**src/rtl/vdp_reg_arbiter.sv**
```systemverilog
// Shares the VDP register-file write port between a FIFO-buffered host path
// and a one-entry copper holding register; copper wins unless the host is starving.
module vdp_reg_arbiter #(
  parameter int HOST_FIFO_DEPTH = 4,
  parameter int STARVE_LIMIT    = 8
) (
  input  logic                               clk,
  input  logic                               reset,
  input  logic                               host_write_en,
  input  logic [5:0]                         host_address,
  input  logic [15:0]                        host_data,
  output logic                               host_ready,
  output logic                               host_overflow,
  output logic [$clog2(HOST_FIFO_DEPTH):0]   host_fifo_level,
  input  logic                               copper_write_en,
  input  logic [5:0]                         copper_address,
  input  logic [15:0]                        copper_data,
  output logic                               copper_ready,
  input  logic                               reg_busy,
  output logic                               reg_write_en,
  output logic [5:0]                         reg_write_address,
  output logic [15:0]                        reg_write_data,
  output logic                               reg_write_from_copper
);

  localparam int PTR_W = $clog2(HOST_FIFO_DEPTH);
  localparam int LVL_W = PTR_W + 1;
  localparam logic [LVL_W-1:0] FULL_LEVEL = LVL_W'(HOST_FIFO_DEPTH);
  localparam logic [7:0]       STARVE_MAX = 8'(STARVE_LIMIT);

  logic [21:0]      fifo_mem [HOST_FIFO_DEPTH];
  logic [PTR_W-1:0] wr_ptr;
  logic [PTR_W-1:0] rd_ptr;
  logic             hold_valid;
  logic [5:0]       hold_address;
  logic [15:0]      hold_data;
  logic [7:0]       starve_cnt;

  logic             fifo_empty;
  logic             push;
  logic             capture;
  logic             grant_copper;
  logic             grant_host;
  logic [LVL_W-1:0] level_next;

  // Grants are decided purely from registered state plus reg_busy.
  assign fifo_empty   = (host_fifo_level == '0);
  assign push         = host_write_en && host_ready;
  assign capture      = copper_write_en && copper_ready;
  assign grant_copper = !reg_busy && hold_valid && (fifo_empty || starve_cnt != STARVE_MAX);
  assign grant_host   = !reg_busy && !fifo_empty && !grant_copper;
  assign level_next   = host_fifo_level + LVL_W'(push) - LVL_W'(grant_host);

  // NOTE: payload storage has no reset; level and hold_valid alone say what is live.
  always_ff @(posedge clk) begin
    if (push) fifo_mem[wr_ptr] <= {host_address, host_data};
    if (capture) begin
      hold_address <= copper_address;
      hold_data    <= copper_data;
    end
  end

  always_ff @(posedge clk) begin
    if (reset) begin
      wr_ptr                <= '0;
      rd_ptr                <= '0;
      host_fifo_level       <= '0;
      host_ready            <= 1'b1;
      host_overflow         <= 1'b0;
      hold_valid            <= 1'b0;
      copper_ready          <= 1'b1;
      starve_cnt            <= '0;
      reg_write_en          <= 1'b0;
      reg_write_address     <= '0;
      reg_write_data        <= '0;
      reg_write_from_copper <= 1'b0;
    end else begin
      if (push) wr_ptr <= wr_ptr + PTR_W'(1);
      if (grant_host) rd_ptr <= rd_ptr + PTR_W'(1);
      if (host_write_en && !host_ready) host_overflow <= 1'b1;
      host_fifo_level <= level_next;
      host_ready      <= (level_next != FULL_LEVEL);

      reg_write_en <= grant_copper || grant_host;
      if (grant_copper) begin
        reg_write_address     <= hold_address;
        reg_write_data        <= hold_data;
        reg_write_from_copper <= 1'b1;
      end else if (grant_host) begin
        {reg_write_address, reg_write_data} <= fifo_mem[rd_ptr];
        reg_write_from_copper <= 1'b0;
      end

      // Capture only happens when empty and a copper grant only when full, so they never collide.
      hold_valid   <= capture || (hold_valid && !grant_copper);
      copper_ready <= !(capture || (hold_valid && !grant_copper));

      if (fifo_empty || grant_host) starve_cnt <= '0;
      else if (grant_copper && starve_cnt != STARVE_MAX) starve_cnt <= starve_cnt + 8'd1;
    end
  end

endmodule

```
**config.mk**
```make
export PLATFORM = sky130hd
export DESIGN_NAME = vdp_reg_arbiter
export DESIGN_NICKNAME = d
export VERILOG_FILES = /design/src/rtl/vdp_reg_arbiter.sv
export SDC_FILE = /design/constraint.sdc
export NUM_CORES = 1
export LEC_CHECK = 0
export BUFFER_PORTS_ARGS = -buffer_cell sky130_fd_sc_hd__buf_2
export CAP_MARGIN = 20
export CORE_ASPECT_RATIO = 0.6
export CORE_MARGIN = 5
export CORE_UTILIZATION = 40
export CTS_BUF_LIST = sky130_fd_sc_hd__clkbuf_4
export CTS_CLUSTER_SIZE = 16
export DETAILED_ROUTE_END_ITERATION = 12
export SYNTH_ARGS = -nofsm -noshare
export SYNTH_HDL_FRONTEND = slang
export SYNTH_SLANG_ARGS = --single-unit
```
**constraint.sdc**
```tcl
create_clock -name clk -period 3.8 [get_ports clk]
set_input_delay 0.57 -clock clk [delete_from_list [all_inputs] [get_ports clk]]
set_output_delay 0.57 -clock clk [all_outputs]
set_load 0.01 [all_outputs]
```
==> impl_metrics.toml, run 1 <==
[grt]
met2_usage_pct = 21.1
grt_busiest_layer = "met2"
grt_max_degree = 24
antenna_found_initial = 2
grt_overflow = 0
grt_pass1_wl_um = 18200
use_met1_pct = 19.8
use_met3_pct = 4.52
track_usage_pct = 14.1
grt_pass1_vias = 3280

[synthesis]
synth_top_area_share_pct = 56.7
synth_seq_cells = 155
synth_top_area_cell = "edfxtp_1"
synth_fp_nets = 389
synthCells = 331
ys_warn_count = 0
yosys-top-cells-area = "edfxtp_1, dfxtp_1, mux4_2, mux2i_1, o2bb2ai_1"
synth_seq_area_share_pct = 72.2
syn_avg_cell_area_sq_um = 17.6
synth_cell_types = 34
synthesis.area_sq_um = 5820

[placed_design]
dp_hpwl_um = 7440
place_congestion = 0.753
port-buffer-count = 78
place_area_sq_um = 6480

[setup_path]
cpMaxStageDelayCell = "dfxtp_1"
path_cells = "inv_1 > ha_1 > nor4b_4 > a21boi_2 > nor3_1 > ha_1 > inv_1 > ha_1 > fa_1 > xnor2_1 > xnor2_1 > nor2_1 > nand2_1"
worst_ep_required_time_ps = 4210
arrival_ps = 3030
cp-end-kind = "register"
crit_fanout = 6
start_kind = "register"
slowest_delay_ps = 410
crit_type = "register to register"
critPathMostFrequentCell = "ha_1"

[clock_network]
clockBufferDepth = 2
cts_root_buf = "clkbuf_4"
tritoncts = "yes"
postCtsResizedCells = 0
cts_hold_buf = 0
cts_setup_buffers = 0
htreeDepth = 4
cts.clk_slew.worst_paths_ps = 140
clock_latency_ps = 520
clock-sinks = 155
cts-buffers-inserted = 17

[routing]
drt-total-wl_um = 11400
drtIter0Drc = 182
vias_per_cell = 4.90
routedWlPerCell_um = 18.0
ant_nets = 0
vias = 3113
drc_errors = 0
first_pass_iters = 4

[die]
rows = 34
dieArea_sq_um = 17100
ios = 79
core_area_sq_um = 14400
start_util_pct = 40.5
chipWidth_um = 166
die_y_um = 103

[sta]
rsz0062_at_grt = "false"
slew_headroom_pct = 26.4
finalWorstPathRequiredPeriod_ps = 2620
holdWs_ps = 214
setup_viol = 0
max_freq_mhz = 382
hold_viol = 0
fin_crit_sh_pct = 68.9
fin_tns_setup_ps = 0
worstMarginPinSlew_ps = 1100
drv_slew = 0
skew_ps = 28.9

[finish]
final_cell_mix = "edfxtp_1, buf_2, dfxtp_1, mux2i_1"
fin_area_sq_um = 6790
mostFrequentLayoutCell = "edfxtp_1"
layout.nets = 481
syn2layout_area_growth_pct = 16.7
drive_above_1_share_pct = 33.0

[worst_hold_path]
hold_path.class = "primary input to register"

[status]
status = "finished, final reports clean"

[power_and_ir_drop]
irDropWorstVdd_v = 0.000230
power_density_nw_per_um2 = 589
power.leakage_nw = 2.40

[flow_run]
maxCapViolCount = 0
worst paths after layout:
kind	from	cells past startpoint	slack, ps	to
worst min register to register	reg_write_data[7]	1	480	reg_write_data[7]
worst max register to register	starve_cnt[0]	13	1180	host_ready
worst max-delay path	starve_cnt[0]	13	1180	host_ready
worst min-delay path	copper_data[13]	1	210	hold_data[13]
final cells by class:
| type | count | area (sq um) |
|---|---|---|
| fillers | 1266 | 7590 |
| flip-flops and latches | 155 | 4210 |
| multi-input cells | 150 | 1510 |
| repair buffers | 86 | 470 |
| well taps | 198 | 248 |
| clock inverters | 14 | 170 |
| clock buffers | 18 | 135 |
| inverters | 13 | 48.8 |
| diodes | 1 | 2.50 |
stage by stage:
| stage | power, mW | setup WS (ps) | util (%) | cells |
|---|---|---|---|---|
| floorplan | 2.69 | 1410 | - | 331 |
| CTS | 4.05 | 1180 | 47.2 | 634 |
| global route | 4.23 | 989 | 47.2 | 634 |
| global placement | 2.97 | 1320 | 44.9 | 601 |
| finish | 4.00 | 1180 | 47.2 | 635 |
| detailed placement | 2.99 | 1260 | 45.1 | 602 |
sequential cells by signal (all words and copies together) (netlist names), named ones only:
| name | flops |
|---|---|
| fifo_mem | 88 |
| hold_data | 16 |
| reg_write_data | 16 |
| starve_cnt | 8 |
| hold_address | 6 |
| reg_write_address | 6 |
| host_fifo_level | 3 |
| rd_ptr | 2 |
| wr_ptr | 2 |
| copper_ready | 1 |
| hold_valid | 1 |
| host_overflow | 1 |
| host_ready | 1 |
| reg_write_en | 1 |
| reg_write_from_copper | 1 |
per-layer routing:
metal | vias to the layer above | wire length, um | part of all wire [%]
met4 | 4 | 116 | 1.0
met3 | 15 | 518 | 4.5
li1 | 1473 | - | -
met1 | 1558 | 5870 | 51
met5 | - | 34 | 0.30
met2 | 63 | 4900 | 43
cells in the mapped netlist:
cell and n:
nor2b_1 3, nor4b_4 1, inv_1 13, ha_1 8, nand3b_1 1, xor2_1 1
nor3b_4 1, nand2_1 6, o21ai_1 1, mux4_2 22, o2bb2ai_1 22, clkbuf_1 9
mux2i_1 23, fa_1 1, nor4_1 2, buf_2 2, and3_1 4, nand3_1 2
or3_1 4, or4_1 2, dfxtp_1 45, o31ai_1 2, edfxtp_1 110, o21ai_0 1
nand2b_1 3, nor3_1 3, a211oi_1 1, nor2_1 17, a21o_1 1, a21boi_2 1
xnor2_1 9, buf_4 2, a21oi_1 7, a31oi_4 1
logic make-up after synthesis:
family | Yosys count | synth area share, %
flip-flops | 155 | 72.2
adder cells (fa/ha/maj) | 9 | 2.06
AO/OA/AOI/OAI | 37 | 5.16
multiplexers | 45 | 12.5
buffers and inverters | 26 | 1.85
AND/OR/NAND/NOR | 49 | 4.75
XOR/XNOR | 10 | 1.50
power breakdown:
part           internal [mW]  switching (mW)
sequential              2.04           0.144
clock                  0.468           0.586
combinational          0.359           0.404
worst max-delay path: cells and delay by family, from the launching register on:
| kind | cells | cell delay [ps] |
|---|---|---|
| compound gates | 1 | 250 |
| fa+ha+maj | 4 | 1040 |
| buf+inv | 2 | 100 |
| flops | 1 | 410 |
| xor+xnor | 2 | 280 |
| simple gates | 4 | 420 |
Power figures use the tool's default switching activity.
==> run 2: changes to the inputs <==
clock period = 2.1 ns   (was 3.8 ns; I/O delays follow)
==> impl_metrics.toml, run 2 (synthesis results as in run 1) <==
[power_and_ir_drop]
pwr-share-seq_pct = 51.9
p_switching_mw = 2.19
power_density_nw_per_um2 = 987
internal_power_mw = 5.17
swShare_pct = 29.7
power.leakage_nw = 2.72
pwr-share-comb_pct = 24.8
irDropWorstVdd_v = 0.000404
clkPwrFrac_pct = 23.3

[setup_path]
ff2ff_setup_slack_ps = -150
crit_type = "register to register"
cp-end-kind = "register"
worst_ep_required_time_ps = 2540
arrival_ps = 2690
start_kind = "register"
crit_fanout = 2

[sta]
fin_crit_sh_pct = 107
worstMarginPinSlew_ps = 417
hold_viol = 0
fin_ws_ps = -150
max_freq_mhz = 444
fin_tns_setup_ps = -225
setup_viol = 2
finalWorstPathRequiredPeriod_ps = 2250
drv_slew = 0
rsz0062_at_grt = "true"
slew_headroom_pct = 72.0
skew_ps = 21.1

[finish]
syn2layout_area_growth_pct = 28.1
layout.nets = 554
final_cell_mix = "edfxtp_1, buf_2, dlygate4sd3_1, dfxtp_1, buf_4"
largest_register_ffs = 88
instances_no_fill = 707
regMostFlops = "fifo_mem"
diodes = 0
reg_top3 = "fifo_mem: 88 flops, hold_data: 16 flops, reg_write_data: 16 flops"
mostFrequentLayoutCell = "edfxtp_1"
fin_area_sq_um = 7460
drive_above_1_share_pct = 36.3

[clock_network]
clock_latency_ps = 520
cts_root_buf = "clkbuf_4"
cts.clk_slew.worst_paths_ps = 140
htreeDepth = 4
tritoncts = "yes"
cts-buffers-inserted = 17
clockBufferDepth = 2
clock-sinks = 155

[routing]
drt-total-wl_um = 12200
vias_per_cell = 4.83
vias = 3413
drc_errors = 0
ant_nets = 0
routedWlPerCell_um = 17.3
first_pass_iters = 4
drtIter0Drc = 152

[placed_design]
place_area_sq_um = 6710
dp_hpwl_um = 8260
place_congestion = 0.749
dpl.cell_count = 629
port-buffer-count = 78

[status]
status = "finished with violations"
violations = "setup timing"

[worst_hold_path]
hold_path.class = "primary input to register"

[grt]
grt_overflow = 0
antenna_found_initial = 0
track_usage_pct = 15.2
grt_max_degree = 23
grt_pass1_wl_um = 19700
grt_pass1_vias = 3571

[die]
ios = 79
chipWidth_um = 166
rows = 34
start_util_pct = 40.5
core_area_sq_um = 14400
dieArea_sq_um = 17100
die_y_um = 103

[flow_run]
maxCapViolCount = 0
[run 2: changes by cell type in the layout (fill, tap and decap cells not counted), moves of 2 or more]
cell           before  now
clkinv_4            4    0
inv_6               1    6
inv_2               0    3
inv_1              13   10
dfxtp_2             1    3
dfxtp_1            44   42
buf_12              0    2
dlygate4sd3_1       0   44
bufinv_16           3    1
ha_1                8    6
ha_4                0    2
buf_4               7   35
clkinvlp_4          1    3
[run 2: worst paths after layout]
kind                                            from                   end  cells past startpoint
worst max-delay path                   starve_cnt[1]            host_ready                     13
worst min-delay path                   host_write_en             wr_ptr[1]                      3
worst max register to register         starve_cnt[1]            host_ready                     13
worst min register to register  reg_write_address[2]  reg_write_address[2]                      1
[run 2: metrics by stage]
stage / setup WS, ps / power [mW] / utilization [%] / hold slack [ps]
after floorplan: -213 / 4.90 / - / 387
after global placement: -132 / 5.61 / 46.7 / 440
after detailed placement: -196 / 5.65 / 46.7 / 442
after CTS: -156 / 7.43 / 51.7 / 45.4
after global routing: -270 / 7.82 / 51.9 / 86.1
final: -150 / 7.36 / 51.9 / 92.3
[run 2: routing by layer]
layer | part of all wire, % | global-route usage (%) | vias up | wire length [um]
met3 | 4.9 | 4.75 | 8 | 597
met2 | 44 | 23.6 | 67 | 5350
met5 | 0 | 0 | - | 0
met4 | 0.56 | 2.85 | 0 | 69
li1 | - | - | 1623 | -
met1 | 51 | 21.6 | 1715 | 6190
[run 2: power by group through the flow]
stage	Clock (mW)	Sequential, mW	Combinational (mW)
finish	1.71	3.82	1.83
floorplan	0	3.97	0.929
detailed placement	0	3.89	1.76
global route	1.92	3.86	2.03
CTS	1.77	3.82	1.84
global placement	0	3.87	1.74
[run 2: layout make-up]
cell class	count	area, sq um
clock buffers	17	128
clock inverters	15	135
fillers	1251	6920
inverters	13	48.8
multi-input cells	150	1560
flip-flops and latches	155	4210
well taps	198	248
repair buffers	159	1130
[run 2: worst max-delay path, stage by stage, from the launching register on]
cell and delay [ps]:
dfxtp_2 360, inv_2 40, ha_4 140, nor4b_4 130, a21boi_2 170, nor3_2 50, ha_1 300, inv_2 50
ha_4 150, fa_2 340, xnor2_2 140, xnor2_1 120, nor2_1 120, nand2_1 60
[run 2: what timing repair did]
item	4_1_cts	5_1_grt
gates resized for setup	3	3
pin swaps	2	0
endpoints found under the setup margin	3	3
buffers inserted	1	1
endpoints found under the hold margin	110	0
hold buffers	44	0
==> run 3: changes to the inputs <==
BUFFER_PORTS_ARGS = unset   (was -buffer_cell sky130_fd_sc_hd__buf_2)
DONT_BUFFER_PORTS = 1   (was unset)
GPL_TIMING_DRIVEN = 0   (was unset)
==> impl_metrics.toml, run 3 (synthesis results as in run 1) <==
[power_and_ir_drop]
internal_power_mw = 5.03
pwr-share-seq_pct = 55.2
power_density_nw_per_um2 = 1030
p_switching_mw = 2.20
irDropWorstVdd_v = 0.000477
power.leakage_nw = 2.33
pwr-share-comb_pct = 20.1
clkPwrFrac_pct = 24.7
power_mw = 7.23
swShare_pct = 30.5

[flow_run]
maxCapViolCount = 0

[routing]
routedWlPerCell_um = 20.0
ant_nets = 0
drt-total-wl_um = 12400
vias_per_cell = 5.06
drtIter0Drc = 104
drc_errors = 0
vias = 3140
first_pass_iters = 4

[clock_network]
tritoncts = "yes"
clock-sinks = 155
clockBufferDepth = 2
htreeDepth = 4
cts-buffers-inserted = 17
cts.clk_slew.worst_paths_ps = 160
clock_latency_ps = 530
cts_root_buf = "clkbuf_4"

[die]
ios = 79
dieArea_sq_um = 17100
chipWidth_um = 166
rows = 34
die_y_um = 103
core_area_sq_um = 14400
start_util_pct = 40.5

[setup_path]
start_kind = "register"
r2r_end = "host_ready"
crit_start = "starve_cnt[0]"
arrival_ps = 2740
r2r_cells = 13
ff2ff_setup_slack_ps = -200
crit-reg2reg-launch = "starve_cnt[0]"
crit_end = "host_ready"
crit_fanout = 2
cp-end-kind = "register"
crit_type = "register to register"
worst_ep_required_time_ps = 2540

[sta]
finalWorstPathRequiredPeriod_ps = 2300
fin_ws_ps = -200
holdWs_ps = 203
max_freq_mhz = 435
fin_crit_sh_pct = 110
worstMarginPinSlew_ps = 790
slew_headroom_pct = 47.3
drv_slew = 0
setup_viol = 3
rsz0062_at_grt = "true"
hold_viol = 0
skew_ps = 25.5

[finish]
post-route-util_pct = 48.9
drive_above_1_share_pct = 20.9
largest_register_ffs = 88
diodes = 0
mostFrequentLayoutCell = "edfxtp_1"
reg_top3 = "fifo_mem: 88 flops, hold_data: 16 flops, reg_write_data: 16 flops"
layout.nets = 467
regMostFlops = "fifo_mem"
final_cell_mix = "edfxtp_1, dlygate4sd3_1, dfxtp_1, mux2i_1"
syn2layout_area_growth_pct = 20.8

[status]
violations = "setup timing"
status = "finished with violations"

[grt]
track_usage_pct = 14.9
grt_overflow = 0
antenna_found_initial = 0
grt_pass1_vias = 3276
grt_max_degree = 17
grt_pass1_wl_um = 19000

[placed_design]
port-buffer-count = 0
pre_cts_slack_ps = -442
dp_hpwl_um = 8140
place_congestion = 0.769

[worst_hold_path]
hold_path.class = "primary input to register"
## run 3: worst min-delay path by stage
stage,end,slack [ps],cells past startpoint,from
final,wr_ptr[0],200,2,reset
after global routing,reg_write_from_copper,150,2,reset
after CTS,wr_ptr[0],160,2,reset
after detailed placement,host_fifo_level[0],400,1,reset
after global placement,host_fifo_level[1],390,1,reset
after floorplan,host_fifo_level[0],390,1,reset
## run 3: what timing repair did
action | in CTS | in global routing
cloned | 0 | 0
resized for setup | 8 | 8
endpoints found under the hold margin | 117 | 0
hold buffers | 47 | 0
endpoints found under the setup margin | 24 | 13
pin swaps | 2 | 1
setup buffers | 4 | 3
## run 3: worst max-delay path: stages, from the launching register on
cell	delay, ps
dfxtp_4	370
inv_2	40
ha_4	140
nor4b_4	130
a21boi_2	170
nor3_2	50
ha_1	300
inv_2	50
ha_4	150
fa_2	340
xnor2_2	140
xnor2_1	140
nor2_1	120
nand2_1	80
## run 3: per-stage QoR
step	cells	area [sq um]	TNS, ps
after floorplan	331	5840	-461
after global placement	529	6090	-1850
after detailed placement	534	6190	-3070
after CTS	617	6980	-422
after global routing	620	7040	-675
final	620	7040	-318
## run 3: per-layer routing
layer  up-vias  share of wire, %  wire (um)  global-route usage, %
li1       1446                 -          -                      -
met4         0               1.6        204                   4.31
met2        91                44       5410                   22.6
met1      1593                49       6030                   20.3
met3        10               6.1        751                   5.62
met5         -                 0          0                      0
## run 3: layout make-up
type                       instances  area [sq um]
clock buffer                      18           135
sequential                       155          4210
tap                              198           248
inverter                          13          48.8
buffer                            13          66.3
fill                            1272          7340
multi-input combinational        150          1570
timing repair buffer              59           623
clock inverter                    14           136
## run 3: power groups by stage
| stage | Clock [mW] | Sequential, mW | Combinational [mW] |
|---|---|---|---|
| floorplan | 0 | 3.97 | 0.929 |
| global placement | 0 | 4.05 | 1.19 |
| detailed placement | 0 | 4.05 | 1.29 |
| CTS | 1.85 | 4.00 | 1.41 |
| global route | 2.00 | 4.04 | 1.61 |
| finish | 1.79 | 3.99 | 1.46 |
